File: src/rtl/eei_batch_ctrl_if.sv
// Snapshot-regfile request channel between the batch sequencer (master)
// and the snapshot regfile (slave).
interface eei_batch_ctrl_if #(
  parameter int unsigned RS_MAX = 8
);

  logic                     sreg_req;
  logic [6:0]               sreg_funct7;
  logic [4:0]               sreg_batch_start;
  logic [4:0]               sreg_batch_len;
  logic [RS_MAX-1:0][31:0]  sreg_rs_val;
  logic                     sreg_ack;
  logic                     sreg_error;
  logic [RS_MAX-1:0][31:0]  sreg_rd_val;

  modport master (
    output sreg_req,
    output sreg_funct7,
    output sreg_batch_start,
    output sreg_batch_len,
    output sreg_rs_val,
    input  sreg_ack,
    input  sreg_error,
    input  sreg_rd_val
  );

  modport slave (
    input  sreg_req,
    input  sreg_funct7,
    input  sreg_batch_start,
    input  sreg_batch_len,
    input  sreg_rs_val,
    output sreg_ack,
    output sreg_error,
    output sreg_rd_val
  );

endinterface

File: src/rtl/eei_batch_ctrl.sv
// Batch sequencer: gathers a contiguous GPR run for a snapshot save, or
// scatters snapshot data back into the GPRs for a restore, issuing one
// batched request to the snapshot regfile per command.
module eei_batch_ctrl #(
  parameter int unsigned RS_MAX = 8,
  parameter int unsigned RP     = 2,
  parameter int unsigned WP     = 1
) (
  input  logic                  clk_i,
  input  logic                  rst_i,
  input  logic                  req_i,
  output logic                  req_ready_o,
  input  logic [6:0]            req_funct7_i,
  input  logic [4:0]            req_start_i,
  input  logic [4:0]            req_len_i,
  output logic                  done_o,
  output logic                  error_o,
  output logic [RP-1:0][4:0]    gpr_rd_addr_o,
  input  logic [RP-1:0][31:0]   gpr_rd_data_i,
  output logic [WP-1:0]         gpr_we_o,
  output logic [WP-1:0][4:0]    gpr_wr_addr_o,
  output logic [WP-1:0][31:0]   gpr_wr_data_o,
  eei_batch_ctrl_if.master      sreg
);

  localparam logic [6:0] F7_SAVE    = 7'b0000000;
  localparam logic [6:0] F7_RESTORE = 7'b1000000;
  localparam logic [5:0] RP_STEP    = 6'(RP);
  localparam logic [5:0] WP_STEP    = 6'(WP);

  typedef enum logic [2:0] {
    S_IDLE,
    S_GATHER,
    S_ISSUE,
    S_SCATTER,
    S_DONE
  } state_e;

  state_e                  state_q, state_d;
  logic [6:0]              funct7_q;
  logic [4:0]              start_q;
  logic [4:0]              len_q;
  logic [5:0]              idx_q, idx_d;
  logic                    err_q, err_d;
  logic [RS_MAX-1:0][31:0] buf_q;
  logic                    accept;
  logic                    capture;
  logic [5:0]              len_ext;
  logic [5:0]              range_end;

  assign len_ext   = {1'b0, len_q};
  assign range_end = {1'b0, req_start_i} + {1'b0, req_len_i};

  assign sreg.sreg_funct7      = funct7_q;
  assign sreg.sreg_batch_start = start_q;
  assign sreg.sreg_batch_len   = len_q;
  assign sreg.sreg_rs_val      = buf_q;

  // Next-state, handshake and completion outputs
  always_comb begin
    state_d       = state_q;
    idx_d         = idx_q;
    err_d         = err_q;
    accept        = 1'b0;
    capture       = 1'b0;
    req_ready_o   = 1'b0;
    done_o        = 1'b0;
    error_o       = 1'b0;
    sreg.sreg_req = 1'b0;
    case (state_q)
      S_IDLE: begin
        req_ready_o = 1'b1;
        if (req_i) begin
          accept = 1'b1;
          idx_d  = '0;
          err_d  = 1'b0;
          if (req_len_i == 5'd0) begin
            state_d = S_DONE;
          end else if ((32'(req_len_i) > RS_MAX) || (range_end > 6'd32)) begin
            state_d = S_DONE;
            err_d   = 1'b1;
          end else if (req_funct7_i == F7_SAVE) begin
            state_d = S_GATHER;
          end else begin
            state_d = S_ISSUE;
          end
        end
      end
      S_GATHER: begin
        idx_d = idx_q + RP_STEP;
        if ((idx_q + RP_STEP) >= len_ext) begin
          state_d = S_ISSUE;
        end
      end
      S_ISSUE: begin
        sreg.sreg_req = 1'b1;
        if (sreg.sreg_ack) begin
          if (sreg.sreg_error) begin
            state_d = S_DONE;
            err_d   = 1'b1;
          end else if (funct7_q == F7_RESTORE) begin
            state_d = S_SCATTER;
            idx_d   = '0;
            capture = 1'b1;
          end else begin
            state_d = S_DONE;
          end
        end
      end
      S_SCATTER: begin
        idx_d = idx_q + WP_STEP;
        if ((idx_q + WP_STEP) >= len_ext) begin
          state_d = S_DONE;
        end
      end
      S_DONE: begin
        done_o  = 1'b1;
        error_o = err_q;
        state_d = S_IDLE;
      end
      default: state_d = S_IDLE;
    endcase
  end

  // GPR read addresses for the current gather slice; idle ports read x0
  always_comb begin
    for (int unsigned p = 0; p < RP; p++) begin
      gpr_rd_addr_o[p] = '0;
      if ((state_q == S_GATHER) && ((idx_q + 6'(p)) < len_ext)) begin
        gpr_rd_addr_o[p] = start_q + 5'(idx_q + 6'(p));
      end
    end
  end

  // GPR write ports for the current scatter slice; x0 target consumes its slot without writing
  always_comb begin
    for (int unsigned w = 0; w < WP; w++) begin
      gpr_we_o[w]      = 1'b0;
      gpr_wr_addr_o[w] = '0;
      gpr_wr_data_o[w] = '0;
      if ((state_q == S_SCATTER) && ((idx_q + 6'(w)) < len_ext)) begin
        gpr_wr_addr_o[w] = start_q + 5'(idx_q + 6'(w));
        gpr_we_o[w]      = (gpr_wr_addr_o[w] != 5'd0);
        for (int unsigned i = 0; i < RS_MAX; i++) begin
          if ((idx_q + 6'(w)) == 6'(i)) begin
            gpr_wr_data_o[w] = buf_q[i];
          end
        end
      end
    end
  end

  // State, command latch and operand buffer
  always_ff @(posedge clk_i or posedge rst_i) begin
    if (rst_i) begin
      state_q  <= S_IDLE;
      idx_q    <= '0;
      err_q    <= 1'b0;
      funct7_q <= '0;
      start_q  <= '0;
      len_q    <= '0;
      buf_q    <= '0;
    end else begin
      state_q <= state_d;
      idx_q   <= idx_d;
      err_q   <= err_d;
      if (accept) begin
        funct7_q <= req_funct7_i;
        start_q  <= req_start_i;
        len_q    <= req_len_i;
        buf_q    <= '0;
      end
      if (state_q == S_GATHER) begin
        for (int unsigned i = 0; i < RS_MAX; i++) begin
          for (int unsigned p = 0; p < RP; p++) begin
            if (((idx_q + 6'(p)) == 6'(i)) && (6'(i) < len_ext)) begin
              buf_q[i] <= gpr_rd_data_i[p];
            end
          end
        end
      end
      // Entries beyond len stay zero so sreg_rs_val never exposes stale data
      if (capture) begin
        for (int unsigned i = 0; i < RS_MAX; i++) begin
          buf_q[i] <= (6'(i) < len_ext) ? sreg.sreg_rd_val[i] : '0;
        end
      end
    end
  end

endmodule

File: src/flat_wrapper.sv
// flat-port wrapper written by rule: the top's interface ports become plain ports
module eei_batch_ctrl_flat 
#(
  parameter int unsigned RS_MAX = 8,
  parameter int unsigned RP     = 2,
  parameter int unsigned WP     = 1
)
  (clk_i, rst_i, req_i, req_ready_o, req_funct7_i, req_start_i, req_len_i, done_o, error_o, gpr_rd_addr_o, gpr_rd_data_i, gpr_we_o, gpr_wr_addr_o, gpr_wr_data_o, sreg_sreg_req, sreg_sreg_funct7, sreg_sreg_batch_start, sreg_sreg_batch_len, sreg_sreg_rs_val, sreg_sreg_ack, sreg_sreg_error, sreg_sreg_rd_val);
  eei_batch_ctrl_if #(.RS_MAX(RS_MAX)) sreg_i ();
  input  logic clk_i;
  input  logic rst_i;
  input  logic req_i;
  output logic req_ready_o;
  input  logic [6:0] req_funct7_i;
  input  logic [4:0] req_start_i;
  input  logic [4:0] req_len_i;
  output logic done_o;
  output logic error_o;
  output logic [RP-1:0][4:0] gpr_rd_addr_o;
  input  logic [RP-1:0][31:0] gpr_rd_data_i;
  output logic [WP-1:0] gpr_we_o;
  output logic [WP-1:0][4:0] gpr_wr_addr_o;
  output logic [WP-1:0][31:0] gpr_wr_data_o;
  output wire logic [$bits(sreg_i.sreg_req)-1:0] sreg_sreg_req;
  output wire logic [$bits(sreg_i.sreg_funct7)-1:0] sreg_sreg_funct7;
  output wire logic [$bits(sreg_i.sreg_batch_start)-1:0] sreg_sreg_batch_start;
  output wire logic [$bits(sreg_i.sreg_batch_len)-1:0] sreg_sreg_batch_len;
  output wire logic [$bits(sreg_i.sreg_rs_val)-1:0] sreg_sreg_rs_val;
  input wire logic [$bits(sreg_i.sreg_ack)-1:0] sreg_sreg_ack;
  input wire logic [$bits(sreg_i.sreg_error)-1:0] sreg_sreg_error;
  input wire logic [$bits(sreg_i.sreg_rd_val)-1:0] sreg_sreg_rd_val;
  assign sreg_sreg_req = sreg_i.sreg_req;
  assign sreg_sreg_funct7 = sreg_i.sreg_funct7;
  assign sreg_sreg_batch_start = sreg_i.sreg_batch_start;
  assign sreg_sreg_batch_len = sreg_i.sreg_batch_len;
  assign sreg_sreg_rs_val = sreg_i.sreg_rs_val;
  assign sreg_i.sreg_ack = sreg_sreg_ack;
  assign sreg_i.sreg_error = sreg_sreg_error;
  assign sreg_i.sreg_rd_val = sreg_sreg_rd_val;
  eei_batch_ctrl #(.RS_MAX(RS_MAX), .RP(RP), .WP(WP)) u_core (.clk_i(clk_i), .rst_i(rst_i), .req_i(req_i), .req_ready_o(req_ready_o), .req_funct7_i(req_funct7_i), .req_start_i(req_start_i), .req_len_i(req_len_i), .done_o(done_o), .error_o(error_o), .gpr_rd_addr_o(gpr_rd_addr_o), .gpr_rd_data_i(gpr_rd_data_i), .gpr_we_o(gpr_we_o), .gpr_wr_addr_o(gpr_wr_addr_o), .gpr_wr_data_o(gpr_wr_data_o), .sreg(sreg_i));
endmodule
File: config.mk
export PLATFORM = sky130hd
export DESIGN_NAME = eei_batch_ctrl_flat
export DESIGN_NICKNAME = d
export VERILOG_FILES = /design/src/rtl/eei_batch_ctrl_if.sv /design/src/rtl/eei_batch_ctrl.sv /design/src/flat_wrapper.sv
export SDC_FILE = /design/constraint.sdc
export NUM_CORES = 1
export LEC_CHECK = 0
export BUFFER_PORTS_ARGS = -buffer_cell sky130_fd_sc_hd__buf_2
export CORE_AREA = 2 2 259 261
export CTS_CLUSTER_DIAMETER = 80
export DETAILED_ROUTE_END_ITERATION = 16
export DIE_AREA = 0 0 261 263
export HOLD_SLACK_MARGIN = 0.15
export PLACE_DENSITY = 0.54
export SLEW_MARGIN = 20
export SYNTH_ARGS = -nofsm -noshare
export SYNTH_HDL_FRONTEND = slang
export SYNTH_SLANG_ARGS = --single-unit
File: constraint.sdc
create_clock -name clk_i -period 11.4 [get_ports clk_i]
set_input_delay 2.85 -clock clk_i [delete_from_list [all_inputs] [get_ports clk_i]]
set_output_delay 2.85 -clock clk_i [all_outputs]
set_load 0.01 [all_outputs]
==> out/results.txt <==
layout cells sized above 1 = 28.86%
worst hold slack = 0.5035 ns
final core occ = 37.26%
number of synthesized flops with an enable pin = 0
Remaining DRCs = 0
top cell type's share of synthesized area = 36.89%
RSZ-0062 raised after global routing = false
Peak VDD IR = 89.36 uV
Warnings, synthesis = 0
Post-synth ARST share = 100.0%
commonest cells in the synthesized netlist = dfrtp_1 (283), a21oi_1 (231), nand2_1 (226)
combinational power share = 20.0%
Worst Hold Class = reg -> reg
GP Congestion = 1.025
Critical-path top delay cell = nand3b_1
placed instance count = 3676
Sw Share = 34.12%
gr usage total = 39.72%
Sink Count = 283
Hold Crit Start = u_core.sreg.sreg_funct7[3]
Syn Nets = 2740
Worst Tran Pin Value = 1.196 ns
Setup Crit Path Kind = reg -> out
initial antenna violation count = 18
area grow syn2layout = 27.40%
initial core utilization = 29.25%
Max FO, Critical Path = 25
Tmin final = 7.552 ns
Pint = 2.036 mW
worst r2r src = u_core.idx_q[0]
Worst setup startpoint = u_core.idx_q[0]
Via Count = 24649
Boundary Pins = 667
Netlist cell types = 76
clk slew on worst S/H paths = 0.06 ns
Final Non-Filler Cells = 3754
Detailed Route Iter0 Violations = 3956
Setup Skew = 0.03345 ns
FF+latch count, synth = 283
CTS tree = yes
nets = 3232
die area = 68640 um^2
worst r2r path cells = 9
CP peak stage delay = 0.93 ns
Crit. End Element = output port
Final ANT Viol Nets = 0
Layout fillers = 6959
CORE AREA = 65630 um^2
Slew HR = 19.57%
Num CTS Buffers = 39
Final Max Tran Viols = 0
net switching power = 1.055 mW
sequential-to-total area share from yosys stat = 36.89%
Final Routed Wirelength = 142300 um
H-tree Lvls = 2
Hold Buf Count CTS = 0
Avg Cell Area, Syn = 8.126 um^2
Port Buffers = 666
Longest Clk Path Bufs = 3
Die H = 263 um
Worst EP arrival = 4.70 ns
ratio of final minimum period to clock period = 66.25%
max_cap viols = 0
Root Driver = clkbuf_16
largest net degree at the start of global routing = 109
ys flop type = dfrtp_1
Final setup violation count = 0
average routed wire per standard cell = 37.91 um
Synth area leader = dfrtp_1
WP buf/inv = 2
outcome = complete, no violations
cell family with most CP delay = compound AO/OA/AOI/OAI gates
Crit path depth = 8
Pwr Density = 126.4 nW/um^2
Post-Syn Instances = 2362
first-pass GRT wire length = 191100 um
worst hold path depth = 2
Fmax = 132.4 MHz
GR Overflow Total = 0
die width = 261 um
Sequential Area = 7082 um^2
Clock Power Share = 44.5%
Skew-Pair Late Insertion Delay = 0.60 ns
row count = 94
Worst Path Required = 8.55 ns
Flop pwr share = 35.5%
Startpoint Class = flop
cts repair resizes = 0
drt pass-1 iters = 8
Setup TNS = 0 ns
top post-synthesis cells by area = dfrtp_1 (37%), a21oi_1 (6.0%), a22o_1 (4.6%)
CP cell instances = inv_1 -> ha_1 -> nand3b_1 -> o22ai_1 -> o21ai_0 -> a22oi_1 -> a211oi_1 -> buf_2
final hold violation count = 0
Lkg Pwr = 11.56 nW
vias in the first global route = 23121
multi-input logic area = 11020 um^2
most common cell in the synthesized netlist = dfrtp_1
cell area after synthesis = 19190 um^2
Avg Vias per Cell = 6.566
HPWL Detailed = 105400 um
Post-CTS Setup Repair Bufs = 0
==> registers in the layout, summed over array words and instances, names as in the netlist <==
signal	flops
u_core.err_q	1
u_core.idx_q	6
u_core.sreg.sreg_batch_len	5
u_core.sreg.sreg_batch_start	5
u_core.sreg.sreg_funct7	7
u_core.sreg.sreg_rs_val	256
u_core.state_q	3
==> cell usage in the layout, fill, tap and decap left out, types with 65 or more instances in the layout <==
master	Yosys	layout
buf_2	50	666
dfrtp_1	283	283
a21oi_1	231	229
nand2_1	226	223
nor2_1	215	206
o21ai_0	130	130
nor3_1	123	122
a22o_1	101	101
a22oi_1	100	100
a211oi_1	65	65
==> stage by stage <==
step                      setup slack [ns]  instance area, um^2  power (mW)
after CTS                            4.056                24400       3.070
after floorplan                     0.7428                19190       1.363
after global placement               4.854                23010       1.703
after global routing                 3.737                24440       3.150
after detailed placement             4.698                23010       1.705
final                                3.848                24450       3.091
==> power by group through the flow <==
stage	registers, mW	clock network, mW	logic (mW)
global placement	1.11	0	0.592
finish	1.10	1.38	0.619
floorplan	1.09	0	0.275
CTS	1.09	1.38	0.596
global route	1.10	1.42	0.637
detailed placement	1.11	0	0.594
==> routing by layer <==
layer	routed length, um	up-vias	global-route usage (%)
li1	-	9911	-
met1	54940	12273	51.75
met2	60760	2075	58.26
met3	17430	388	11.88
met4	9161	2	22.36
met5	10	-	0
==> worst min-delay path, cell delays in order (launching register included) <==
cell and delay (ns):
dfrtp_1 0.36, nand2_1 0.06, nand2_1 0.06
==> final timing paths <==
kind	end	slack [ns]
max in group asynchronous	u_core.sreg.sreg_rs_val[19]	6.66
worst min register to register	u_core.sreg.sreg_funct7[3]	0.50
worst max register to register	u_core.sreg.sreg_rs_val[122]	7.05
min in group asynchronous	u_core.sreg.sreg_rs_val[162]	2.47
worst max-delay path	gpr_wr_data_o[1]	3.85
worst min-delay path	u_core.sreg.sreg_funct7[3]	0.50
==> cell type report <==
type	instances	share of cell area, %
Timing Repair Buffer	723	15.43
Antenna cell	7	0.07163
Clock buffer	56	4.538
Multi-Input combinational cell	1785	45.06
Sequential cell	283	28.96
Inverter	22	0.3684
Clock inverter	14	1.151
Tap cell	864	4.421
==> kinds of logic after synthesis <==
logic type	count (synthesis)	synth area share [%]
buffers and inverters	294	6.427
muxes	32	1.675
xor gates and xnor gates	19	0.8670
adders and majority gates	36	2.464
DFF	283	36.89
and+or+nand+nor	740	17.72
AOI/OAI and AO/OA	958	33.95
Power figures use the tool's default switching activity.
